### src/rtl/rd_data_unpacker.sv
// Read-side width converter: buffers wide DDR read words and presents them
// first-word-fall-through as a stream of narrow pixels, lane 0 first.
module rd_data_unpacker #(
  parameter int IN_WIDTH  = 128,
  parameter int OUT_WIDTH = 16,
  parameter int LANES     = 8,
  parameter int DEPTH     = 4,
  parameter int LVL_W     = 8
) (
  input  logic                 clk,
  input  logic                 rst_n,
  input  logic                 i_clear,
  input  logic                 i_in_en,
  input  logic [IN_WIDTH-1:0]  i_in_data,
  output logic                 o_in_rdy,
  input  logic                 i_out_en,
  output logic                 o_out_vld,
  output logic [OUT_WIDTH-1:0] o_out_data,
  output logic [LVL_W-1:0]     o_level,
  output logic                 o_ovf_err,
  output logic                 o_udf_err
);

  localparam int PTR_W  = $clog2(DEPTH);
  localparam int LANE_W = $clog2(LANES);
  localparam int CNT_W  = PTR_W + 1;
  localparam logic [CNT_W-1:0]  CNT_FULL  = CNT_W'(DEPTH);
  localparam logic [CNT_W-1:0]  CNT_EMPTY = CNT_W'(0);
  localparam logic [LANE_W-1:0] LAST_LANE = LANE_W'(LANES - 1);

  logic [IN_WIDTH-1:0] r_mem [DEPTH];
  logic [PTR_W-1:0]    r_wr_ptr;
  logic [PTR_W-1:0]    r_rd_ptr;
  logic [CNT_W-1:0]    r_count;
  logic [LANE_W-1:0]   r_lane;
  logic [LVL_W-1:0]    r_level;
  logic                r_ovf;
  logic                r_udf;

  logic                w_in_rdy;
  logic                w_out_vld;
  logic                w_push;
  logic                w_take;
  logic                w_pop;
  logic [CNT_W-1:0]    w_count_nxt;
  logic [LANE_W-1:0]   w_lane_nxt;
  logic [LVL_W-1:0]    w_level_nxt;
  logic [IN_WIDTH-1:0] w_head;

  // Handshake status comes from registers only, so no out_en -> in_rdy path.
  assign w_in_rdy  = (r_count != CNT_FULL);
  assign w_out_vld = (r_count != CNT_EMPTY);
  assign w_push    = i_in_en & w_in_rdy;
  assign w_take    = i_out_en & w_out_vld;
  assign w_pop     = w_take & (r_lane == LAST_LANE);
  assign w_head    = r_mem[r_rd_ptr];

  // Next-state occupancy, lane and pixel level
  always_comb begin
    w_count_nxt = r_count;
    w_lane_nxt  = r_lane;
    case ({w_push, w_pop})
      2'b10:   w_count_nxt = r_count + CNT_W'(1);
      2'b01:   w_count_nxt = r_count - CNT_W'(1);
      default: w_count_nxt = r_count;
    endcase
    if (w_take) begin
      if (r_lane == LAST_LANE) begin
        w_lane_nxt = LANE_W'(0);
      end else begin
        w_lane_nxt = r_lane + LANE_W'(1);
      end
    end else begin
      w_lane_nxt = r_lane;
    end
    w_level_nxt = LVL_W'(w_count_nxt) * LVL_W'(LANES) - LVL_W'(w_lane_nxt);
  end

  // Word storage; only accepted pushes write
  always_ff @(posedge clk or negedge rst_n) begin
    if (!rst_n) begin
      for (int i = 0; i < DEPTH; i++) begin
        r_mem[i] <= '0;
      end
    end else if (w_push && !i_clear) begin
      r_mem[r_wr_ptr] <= i_in_data;
    end else begin
      r_mem[r_wr_ptr] <= r_mem[r_wr_ptr];
    end
  end

  // Pointers, occupancy, lane and level; clear wins over any transfer
  always_ff @(posedge clk or negedge rst_n) begin
    if (!rst_n) begin
      r_wr_ptr <= PTR_W'(0);
      r_rd_ptr <= PTR_W'(0);
      r_count  <= CNT_W'(0);
      r_lane   <= LANE_W'(0);
      r_level  <= LVL_W'(0);
    end else if (i_clear) begin
      r_wr_ptr <= PTR_W'(0);
      r_rd_ptr <= PTR_W'(0);
      r_count  <= CNT_W'(0);
      r_lane   <= LANE_W'(0);
      r_level  <= LVL_W'(0);
    end else begin
      if (w_push) begin
        r_wr_ptr <= r_wr_ptr + PTR_W'(1);
      end else begin
        r_wr_ptr <= r_wr_ptr;
      end
      if (w_pop) begin
        r_rd_ptr <= r_rd_ptr + PTR_W'(1);
      end else begin
        r_rd_ptr <= r_rd_ptr;
      end
      r_count <= w_count_nxt;
      r_lane  <= w_lane_nxt;
      r_level <= w_level_nxt;
    end
  end

  // Sticky protocol-violation flags
  always_ff @(posedge clk or negedge rst_n) begin
    if (!rst_n) begin
      r_ovf <= 1'b0;
      r_udf <= 1'b0;
    end else if (i_clear) begin
      r_ovf <= 1'b0;
      r_udf <= 1'b0;
    end else begin
      r_ovf <= r_ovf | (i_in_en & ~w_in_rdy);
      r_udf <= r_udf | (i_out_en & ~w_out_vld);
    end
  end

  // Current pixel: lane select of the head word, zero while empty
  always_comb begin
    o_out_data = '0;
    if (w_out_vld) begin
      o_out_data = w_head[r_lane*OUT_WIDTH +: OUT_WIDTH];
    end else begin
      o_out_data = '0;
    end
  end

  assign o_in_rdy  = w_in_rdy;
  assign o_out_vld = w_out_vld;
  assign o_level   = r_level;
  assign o_ovf_err = r_ovf;
  assign o_udf_err = r_udf;

endmodule

### config.mk
export PLATFORM = sky130hd
export DESIGN_NAME = rd_data_unpacker
export DESIGN_NICKNAME = d
export VERILOG_FILES = /design/src/rtl/rd_data_unpacker.sv
export SDC_FILE = /design/constraint.sdc
export NUM_CORES = 1
export LEC_CHECK = 0
export BUFFER_PORTS_ARGS = -buffer_cell sky130_fd_sc_hd__buf_4
export CORE_ASPECT_RATIO = 0.9
export CORE_MARGIN = 1.5
export CORE_UTILIZATION = 55
export DETAILED_ROUTE_END_ITERATION = 10
export PLACE_DENSITY = 0.82
export SLEW_MARGIN = 5
export SYNTH_ARGS = -nofsm -noshare
export SYNTH_HDL_FRONTEND = slang
export SYNTH_SLANG_ARGS = --single-unit
### constraint.sdc
create_clock -name clk -period 2.8 [get_ports clk]
set_clock_uncertainty 0.15 [all_clocks]
set_input_delay 0 -clock clk [delete_from_list [all_inputs] [get_ports clk]]
set_output_delay 0 -clock clk [all_outputs]
set_load 0.005 [all_outputs]
# Yosys cells after proc, flatten, opt, wreduce, memory -nomap -nowiden
# Index checks and enable logic that the tools add are counted.
[classes]
addsub = 6
magnitude_cmp = 3
eq_ne = 4
shift = 1
n_mux = 24
bitwise_logic = 11
n_reduce_logical = 6
[ops]
columns = ["operator", "n"]
rows = [
  ["$bwmux 512", 2],
  ["$mux 128", 5],
  ["$bmux 128 s2", 2],
  ["$mux 512", 1],
  ["$demux 128 s2", 1],
  ["$shiftx 128x8->16", 1],
  ["$mux 16", 1],
  ["$mux 3", 4],
  ["$mux 2", 4],
  ["$mux 8", 1],
  ["$sub 6x3->7", 1],
  ["$add 3x1->3 const B", 2],
  ["$ge 3x3->1 const B", 2],
  ["$not 2->3", 2],
  ["$pmux 3 s2", 1],
  ["$and 1x1->1", 5],
  ["$add 2x1->2 const B", 2],
  ["$reduce_bool 2->1", 2],
  ["$eq 3x3->1 const B", 1],
  ["$lt 3x1->1 const B", 1],
  ["$ne 3x3->1 const B", 1],
  ["$reduce_bool 3->1", 1],
  ["$sub 3x1->3 const B", 1],
  ["$eq 2x1->1 const B", 1],
  ["6 further kinds", 10],
]
[word_totals]
regBits = 532
inputBits = 133
out_inout_bits = 28

# Longest topological paths before layout
# Gate-level depths: netlist of the first run.
[logic_depth]
depth_word = 7
mapped_depth = 11

# Worst setup path after synthesis of the first run
# OpenSTA, ideal clock, no wires.
[synth_timing]
path_type = "register -> register"
start = "register r_count[0]"
end = "register r_level[4], in the netlist o_level[4]"
setup_ns = 0.125
arrival_time_ns = 2.747
required_ns = 2.525
path_slack_ns = -0.223
path_stages_with_launch = 12
synth_period_minus_slack_ns = 3.023
path_cell_list = "dfrtp_1 -> buf_6 -> nor3_1 -> inv_1 -> and3_1 -> ha_1 -> inv_1 -> fa_1 -> nor2_1 -> a21oi_1 -> and3_1 -> a2111oi_0"
[synth_between]
elab_chain_len = 7
word_cells_on_any_way = 13
[synth_rtl]
columns = ["element", "line", "source"]
rows = [
  ["start: declaration", "34", "logic [CNT_W-1:0] r_count;"],
  ["start signal: assignment", "117", "r_count <= w_count_nxt;"],
  ["$reduce_bool 3->1 *", "52", "assign w_out_vld = (r_count != CNT_EMPTY);"],
  ["named net o_out_vld", "17", "output logic o_out_vld,"],
  ["$and 1x1->1 *", "54", "assign w_take = i_out_en & w_out_vld;"],
  ["$and 1x1->1", "55", "assign w_pop = w_take & (r_lane == LAST_LANE);"],
  ["$eq 2x1->1 or $eq 2x2->1 (tied branches)", "62", "case ({w_push, w_pop})"],
  ["$pmux 3 s2", "62", ""],
  ["$sub 6x3->7 *", "76", "w_level_nxt = LVL_W'(w_count_nxt) * LVL_W'(LANES) - LVL_W'(w_lane_nxt);"],
  ["$mux 8 *", "100", "end else if (i_clear) begin"],
  ["end signal: assignment", "119", "r_level <= w_level_nxt;"],
  ["end: declaration", "36", "logic [LVL_W-1:0] r_level;"],
]
# Mark *: on every way through the listed nets, which the timed path passes. The rest lies on a longest branch.
# A chain may end at the register's enable or synchronous reset.

# Final worst setup path of the first run
[layout_timing]
start = "register r_rd_ptr[0]"
end = "output o_out_data[8]"
[layout_between]
elab_chain_len = 6
[layout_rtl]
columns = ["element", "line", "source"]
rows = [
  ["start: declaration", "33", "logic [PTR_W-1:0] r_rd_ptr;"],
  ["start signal: assignment", "113", "r_rd_ptr <= r_rd_ptr + PTR_W'(1);"],
  ["start signal: assignment", "115", "r_rd_ptr <= r_rd_ptr;"],
  ["$not 2->3 (not written as such)", "56", "assign w_head = r_mem[r_rd_ptr];"],
  ["$bmux 128 s2", "56", ""],
  ["$mux 128 (not written as such) (2 in a row)", "56", ""],
  ["$shiftx 128x8->16", "141", "o_out_data = w_head[r_lane*OUT_WIDTH +: OUT_WIDTH];"],
  ["$mux 16", "140", "if (w_out_vld) begin"],
  ["end: declaration", "18", "output logic [OUT_WIDTH-1:0] o_out_data,"],
]
# No other way between the ends. The select of a mux whose other input is x is not followed.

==> summary.md, run 1 <==
| Metric | Value |
|---|---|
| Post-layout total power | `~34000 uW` |
| PwrDens | `942 mW/mm2` |
| GPL Wtd Cong | `a little over 0.9` |
| Worst Setup SP | `r_rd_ptr[0]` |
| Die span in x | `246 um` |
| Maxcap violations | `0` |
| CTS Buffer Depth | `3` |
| Nets | `2775` |
| Post-synthesis instance area | `about 0.029 mm2` |
| Hold Path Class | `input pin to flop` |
| Worst-case reg-to-reg path depth | `10` |
| Synth warnings | `0` |
| Seq pwr share | `between 40% and 50%` |
| Setup ws final | `-0.639 ns` |
| Vias in the first global route | `23700` |
| Crit path top cell by count | `buf_12` |
| Worst path depth | `8` |
| ANT nets after route | `0` |
| # setup viols final | `16` |
| Syn_nets | `2468` |
| CTS tree | `done` |
| Synth Register Bits | `530` |
| Largest area contributor in the netlist | `dfrtp_1` |
| Yosys cell types | `53` |
| RSZ-0062 raised after global routing | `true` |
| Largest net degree at the start of global routing | `just under 90` |
| Final Hold Viols | `0` |
| Synth Area in Compound Gates | `10.4%` |
| WHS | `around 0.12 ns` |
| Post-synthesis xor/xnor area fraction | `0.180%` |
| Area share of fa/ha/maj cells after synthesis | `0.411%` |
| Mux share of post-synthesis cell area | `a little under a third` |
| TritonRoute pass-1 iters | `8` |
| Tightest Pin Transition | `0.743 ns` |
| Initial DRC count | `3500` |
| CP Data Arrival Time | `about 3.3 ns` |
| Fmax achieved | `between 200 and 300 MHz` |
| Comb power frac | `between 30% and 40%` |
| Total GRT Usage | `34.0%` |
| Syn avg cell area | `between 10 and 15 um2` |
| CTS Sinks | `530` |
| Total CTS buffers | `between 50 and 60` |
| Failing checks | `negative setup slack` |
| Power share of the clock group | `22.3%` |
| P&R area growth vs syn | `21.9%` |
| Switching share of power | `37.4%` |
| CP Buf/Inv Count | `4` |
| Final Cycle Share | `123%` |
| Tmin final | `~3.4 ns` |
| Grt ovf | `0` |
| CP max-delay cell | `dfrtp_4` |
| Internal | `roughly 21000 uW` |
| Cells after Synth | `between 2000 and 2500` |
| Worst r2r src | `o_level[0]` |
| Post-synth EDFFs | `0` |
| Min-Delay Startpoint | `i_clear` |
| Clk_lat worst skew | `between 0.6 and 0.7 ns` |
| Area share of the largest cell type after synthesis | `45.3%` |
| Commonest non-fill, non-tap cells in the layout | `nor2_1, dfrtp_1, a21oi_1, mux4_2, buf_4` |
| Total core area | `roughly 0.052 mm2` |
| Crit path kind | `flop to output pin` |
| DRT Wirelength | `96200 um` |
| Post-synth ARST share | `100%` |
| Initial Util | `~56%` |
| Vias | `approximately 24000` |
| Top FF cell, synth | `dfrtp_1` |
| WL/cell | `between 20 and 30 um` |
| Cell family with most CP delay | `buffers and inverters` |
| Synth top area cells | `dfrtp_1, mux4_2, mux2i_4` |
| Worst path cell trace | `buf_12 > buf_12 > bufbuf_16 > mux4_2 > nor2b_1 > a211oi_2 > a2111oi_4 > buf_4` |
| Dpl hpwl | `54400 um` |
| I/O pin count | `~160` |
| Post-Synth Simple-Gate Area | `slightly below 8%` |
| Post-synthesis sequential area ratio | `45.3%` |
| First-pass GRT wire length | `about 140000 um` |
| Crit path to | `o_out_data[8]` |
| Worst VDD drop | `0.662 mV` |
| Initial antenna violation count | `3` |
| Die Ht | `~220 um` |
| Leakage | `~0.013 uW` |
| Max stage delay on crit path | `~0.50 ns` |
| # port buffers | `160` |
| Most common cell after layout, fill and taps aside | `nor2_1` |
| Worst setup EP type | `output pin` |
| Htree depth | `2` |
| Final Max Tran Viols | `0` |
| DRC | `0` |
| R2R setup slack | `around 0.090 ns` |
| Clk slew on worst S/H paths | `approximately 0.06 ns` |
| Largest family of logic cells by synthesized area | `multiplexers` |
| Total negative slack | `-5.86 ns` |
| Crit Reg-Reg Endpoint | `o_level[5]` |
| Critical-path maximum fanout | `6` |
| Root Buffer | `clkbuf_16` |
| Worst EP required | `2.65 ns` |
| Worst relative slew slack | `a little over 50%` |
| Share of cells above drive strength 1 | `about 32%` |
| # rows | `79` |
| Startpoint Class | `flop` |
| Status | `finished with violations` |
| Die area | `between 0.05 and 0.06 mm2` |
| Sw power | `between 10000 and 15000 uW` |
| Via-to-Cell Ratio | `7.01` |
==> Yosys cell counts (all sizes together) (12+ instances only) <==
cell,n
mux4,268
o22ai,20
a2111oi,13
buf,65
a21oi,517
mux2i,132
a211oi,12
dfrtp,530
nor2b,13
nor2,531
clkbuf,136
inv,20
==> worst reg2reg max path, stage by stage, from the launching register on <==
cell     delay [ns]
dfrtp_2        0.42
ha_1           0.17
ha_2           0.20
and3_4         0.21
ha_2           0.19
inv_1          0.05
fa_1           0.52
and3b_1        0.17
a21oi_1        0.05
a31oi_1        0.24
mux2i_1        0.25
==> stage by stage <==
stage / std cells / instance area, um2 / setup slack [ns] / utilization, %
finish: 3370 / 35700 / -0.639 / 68.5
global route: 3369 / 35700 / -0.566 / 68.5
CTS: 3352 / 35300 / -0.312 / 67.7
detailed placement: 3094 / 31400 / -0.0226 / 60.4
global placement: 3094 / 31400 / 0.0134 / 60.4
floorplan: 2326 / 29300 / 0.0600 / -
==> logic make-up (layout without fill, tap and decap cells) <==
family,count (synthesis),count (layout)
other,0,4
and+or+nand+nor,578,578
DFF,530,530
xor gates and xnor gates,6,6
adders and majority gates,9,9
AOI/OAI and AO/OA,577,577
buffers and inverters,222,574
muxes,404,404
==> routing by layer <==
layer | vias up | track usage [%] | share of wire [%] | wire, um
met4 | 0 | 20.1 | 7.4 | 7090
met2 | 2147 | 51.3 | 45 | 43500
met3 | 530 | 10.1 | 14 | 13500
li1 | 9193 | - | - | -
met5 | - | 0 | 0 | 0
met1 | 11800 | 43.5 | 33 | 32100
==> power by group through the flow <==
stage / logic [uW] / registers, uW / clock network [uW]
floorplan: 8450 / 12300 / 0
global route: 13000 / 13900 / 7770
global placement: 10300 / 13000 / 0
CTS: 11500 / 13200 / 7470
detailed placement: 10900 / 13300 / 0
finish: 12400 / 13700 / 7510
==> area by class of cell <==
| cell class | count | area (um2) |
|---|---|---|
| Sequential cell | 530 | 13300 |
| Inverter | 20 | 80.1 |
| Tap cell | 688 | 861 |
| Clock inverter | 19 | 184 |
| Clock buffer | 83 | 1630 |
| Timing Repair Buffer | 452 | 4570 |
| Multi-Input combinational cell | 1574 | 15000 |
| Fill cell | 3082 | 16400 |
| Antenna cell | 4 | 10.0 |
==> worst min-delay path by stage <==
stage	end	slack [ns]	cells after the start
after floorplan	o_level[0]	-0.45	0
after global placement	o_ovf_err	-0.11	1
after detailed placement	o_level[5]	-0.08	1
after CTS	r_wr_ptr[0]	0.08	3
after global routing	o_level[4]	0.13	3
final	r_wr_ptr[0]	0.12	3
==> registers in the layout (all words and copies together), names as in the netlist <==
| name | count |
|---|---|
| r_count | 3 |
| o_level | 7 |
| r_rd_ptr | 2 |
| r_wr_ptr | 2 |
| r_lane | 2 |
| o_udf_err | 1 |
| r_mem | 512 |
| o_ovf_err | 1 |
==> repair_timing <==
item / CTS / global route
hold buffers: 135 / 0
setup endpoints to repair: 19 / 19
endpoints found under the hold margin: 1060 / 0
pin swaps: 13 / 20
setup buffers: 24 / 19
resized for setup: 85 / 62
cloned: 4 / 1
No activity file was read; power rests on OpenSTA's default activity.
==> inputs of run 2 (changes only) <==
Settings changed: CORE_MARGIN 1.5 to unset, CORE_UTILIZATION 55 to 56, PLACE_DENSITY 0.82 to 0.83.
Clock period 2.8 ns to 3.16 ns, I/O delays scaled along.
==> run 2 against run 1 <==
  * The run still ends with negative setup slack left
  * Register-to-register slack improved by 0.16 ns
  * Global-route usage fell by 2.5 points
  * First-iteration DRC count fell by 22%
  * Sequential power fell by 14%
  * Critical path depth did not move
  * Flip-flop and latch count did not move
  * Via count fell by 7.1%
  * Worst hold slack got worse by 0.019 ns
  * Clock power fell by 10%
  * Worst setup slack improved by 0.59 ns
  * Highest routed layer unchanged
==> summary.md, run 2 (synthesized netlist as in run 1, its figures left out) <==
| Metric | Value |
|---|---|
| Setup ws final | `-0.0454 ns (was -0.639 ns)` |
| DRT Wirelength | `82300 um (was 96200 um)` |
| Hold Path Class | `input pin to flop (unchanged)` |
| Die Ht | `219 um (was 222 um)` |
| Tmin final | `about 3.2 ns` |
| Max stage delay on crit path | `0.59 ns (was 0.50 ns)` |
| # port buffers | `160 (unchanged)` |
| Power share of the clock group | `23.6% (was 22.3%)` |
| # diodes | `0 (was 4)` |
| Initial Util | `56.7% (was 56.2%)` |
| Crit path kind | `flop to output pin (unchanged)` |
| Failing checks | `negative setup slack (unchanged)` |
| Initial DRC count | `2728 (was 3500)` |
| Cell family with most CP delay | `multiplexers (was buffers and inverters)` |
| CTS tree | `done (unchanged)` |
| Tightest Pin Transition | `1.07 ns (was 0.743 ns)` |
| Nets | `2720 (was 2775)` |
| Comb power frac | `35.1% (was 36.8%)` |
| Final Hold Viols | `0 (unchanged)` |
| Initial antenna violation count | `0 (was 3)` |
| PwrDens | `824 mW/mm2 (was 942 mW/mm2)` |
| Worst EP required | `3.01 ns (was 2.65 ns)` |
| Worst path cell trace | `buf_12 > buf_12 > mux4_2 > mux4_2 > inv_2 > a2111oi_2 > buf_4 > buf_4 (was buf_12 > buf_12 > bufbuf_16 > mux4_2 > nor2b_1 > a211oi_2 > a2111oi_4 > buf_4)` |
| CTS Sinks | `530 (unchanged)` |
| Die area | `0.0532 mm2 (was 0.0546 mm2)` |
| Startpoint Class | `flop (unchanged)` |
| Share of cells above drive strength 1 | `29.7% (was 32.3%)` |
| CP max-delay cell | `mux4_2 (was dfrtp_4)` |
| Most common cell after layout, fill and taps aside | `nor2_1 (unchanged)` |
| WHS | `0.104 ns (was 0.123 ns)` |
| # setup viols final | `1 (was 16)` |
| WL/cell | `24.9 um (was 28.5 um)` |
| Clk slew on worst S/H paths | `0.06 ns (about the same)` |
| Dpl hpwl | `51900 um (was 54400 um)` |
| TritonRoute pass-1 iters | `6 (was 8)` |
| Fmax achieved | `roughly 310 MHz` |
| GPL Wtd Cong | `0.888 (was 0.910)` |
| Final Cycle Share | `101%` |
| Status | `finished with violations (unchanged)` |
| RSZ-0062 raised after global routing | `true (unchanged)` |
| Htree depth | `2 (unchanged)` |
| Total CTS buffers | `55 (unchanged)` |
| Largest net degree at the start of global routing | `141 (was 89)` |
| Clk_lat worst skew | `0.63 ns (about the same)` |
| P&R area growth vs syn | `18.7% (was 21.9%)` |
| Total GRT Usage | `31.5% (was 34.0%)` |
| Die span in x | `243 um (was 246 um)` |
| Worst relative slew slack | `28.2% (was 50.5%)` |
| Internal | `18600 uW (was 21100 uW)` |
| Maxcap violations | `0 (unchanged)` |
| Sw power | `10000 uW (was 12600 uW)` |
| Worst VDD drop | `0.530 mV (was 0.662 mV)` |
| # rows | `79 (unchanged)` |
| Final Max Tran Viols | `0 (unchanged)` |
| Number of flip-flops in the largest register | `512 (unchanged)` |
| CP Buf/Inv Count | `5 (was 4)` |
| Worst setup EP type | `output pin (unchanged)` |
| ANT nets after route | `0 (unchanged)` |
| Critical-path maximum fanout | `8 (was 6)` |
| Total core area | `0.0516 mm2 (was 0.0521 mm2)` |
| CTS Buffer Depth | `3 (unchanged)` |
| Pre-CTS setup slack | `0.268 ns (was -0.0226 ns)` |
| Grt ovf | `0 (unchanged)` |
| Fillcell total | `3398 (was 3082)` |
| I/O pin count | `161 (unchanged)` |
| DRC | `0 (unchanged)` |
| Via-to-Cell Ratio | `6.64 (was 7.01)` |
| Seq pwr share | `41.3% (was 40.9%)` |
| Vias in the first global route | `22300 (was 23700)` |
| Vias | `22000 (was 23600)` |
| CP Data Arrival Time | `3.06 ns (was 3.29 ns)` |
| First-pass GRT wire length | `129000 um (was 141000 um)` |
| Commonest non-fill, non-tap cells in the layout | `nor2_1, dfrtp_1, a21oi_1, mux4_2, buf_4 (unchanged)` |
| Switching share of power | `35.0% (was 37.4%)` |
| Largest Register | `r_mem (unchanged)` |
| Root Buffer | `clkbuf_16 (unchanged)` |
| Leakage | `0.0125 uW (was 0.0128 uW)` |
[run 2: routing by layer]
metal	vias to the layer above	wire, um	track usage (%)
met3	266	8420	6.98
met1	11200	30900	42.9
li1	9078	-	-
met2	1447	38800	48.6
met4	0	4160	14.9
met5	-	0	0
[run 2: what timing repair did]
item,4_1_cts,5_1_grt
setup buffers,18,2
endpoints found under the setup margin,16,13
gates resized for setup,40,11
hold buffers,136,0
endpoints found under the hold margin,1032,0
pin swaps,1,3
gates cloned,2,0
[run 2: tightest hold or removal path: cells and delay by family]
kind | cells | cell delay (ns)
muxes | 1 | 0.07
buffers and inverters | 2 | 0.63
AOI/OAI and AO/OA | 1 | 0.13
[run 2: power by group through the flow]
stage               registers [uW]  clock network (uW)  logic (uW)
finish                       11800                6740       10000
global route                 12100                7060       10800
CTS                          11600                6790        9860
detailed placement           11700                   0        9500
global placement             11400                   0        9000
floorplan                    10900                   0        7480
[run 2: layout make-up]
type | count | area (um2) | share of cell area [%]
Clock buffer | 81 | 1650 | 4.74
Clock inverter | 21 | 231 | 0.667
Inverter | 20 | 77.6 | 0.223
Multi-Input combinational cell | 1574 | 14700 | 42.3
Sequential cell | 530 | 13300 | 38.2
Tap cell | 688 | 861 | 2.48
Timing Repair Buffer | 397 | 3930 | 11.3
[run 2: stage by stage]
step / TNS (ns) / instances / area, um2 / utilization, % / total power (uW)
floorplan: 0 / 2326 / 29300 / - / 18400
global placement: 0 / 3053 / 31100 / 60.2 / 20400
detailed placement: 0 / 3053 / 31100 / 60.2 / 21200
CTS: -0.0822 / 3310 / 34700 / 67.2 / 28300
global route: -0.121 / 3311 / 34700 / 67.3 / 29900
finish: -0.0454 / 3311 / 34700 / 67.3 / 28600
[run 2: worst paths after layout]
kind	cells past startpoint	to	slack [ns]	startpoint
worst max-delay path	8	o_out_data[4]	-0.05	r_rd_ptr[0]
worst min-delay path	4	r_mem[117]	0.10	i_in_data[117]
worst max register to register	9	o_level[6]	0.25	r_count[0]
worst min register to register	2	o_ovf_err	0.39	o_ovf_err
max in group asynchronous	4	o_level[0]	0.93	rst_n
min in group asynchronous	4	r_mem[65]	0.47	rst_n
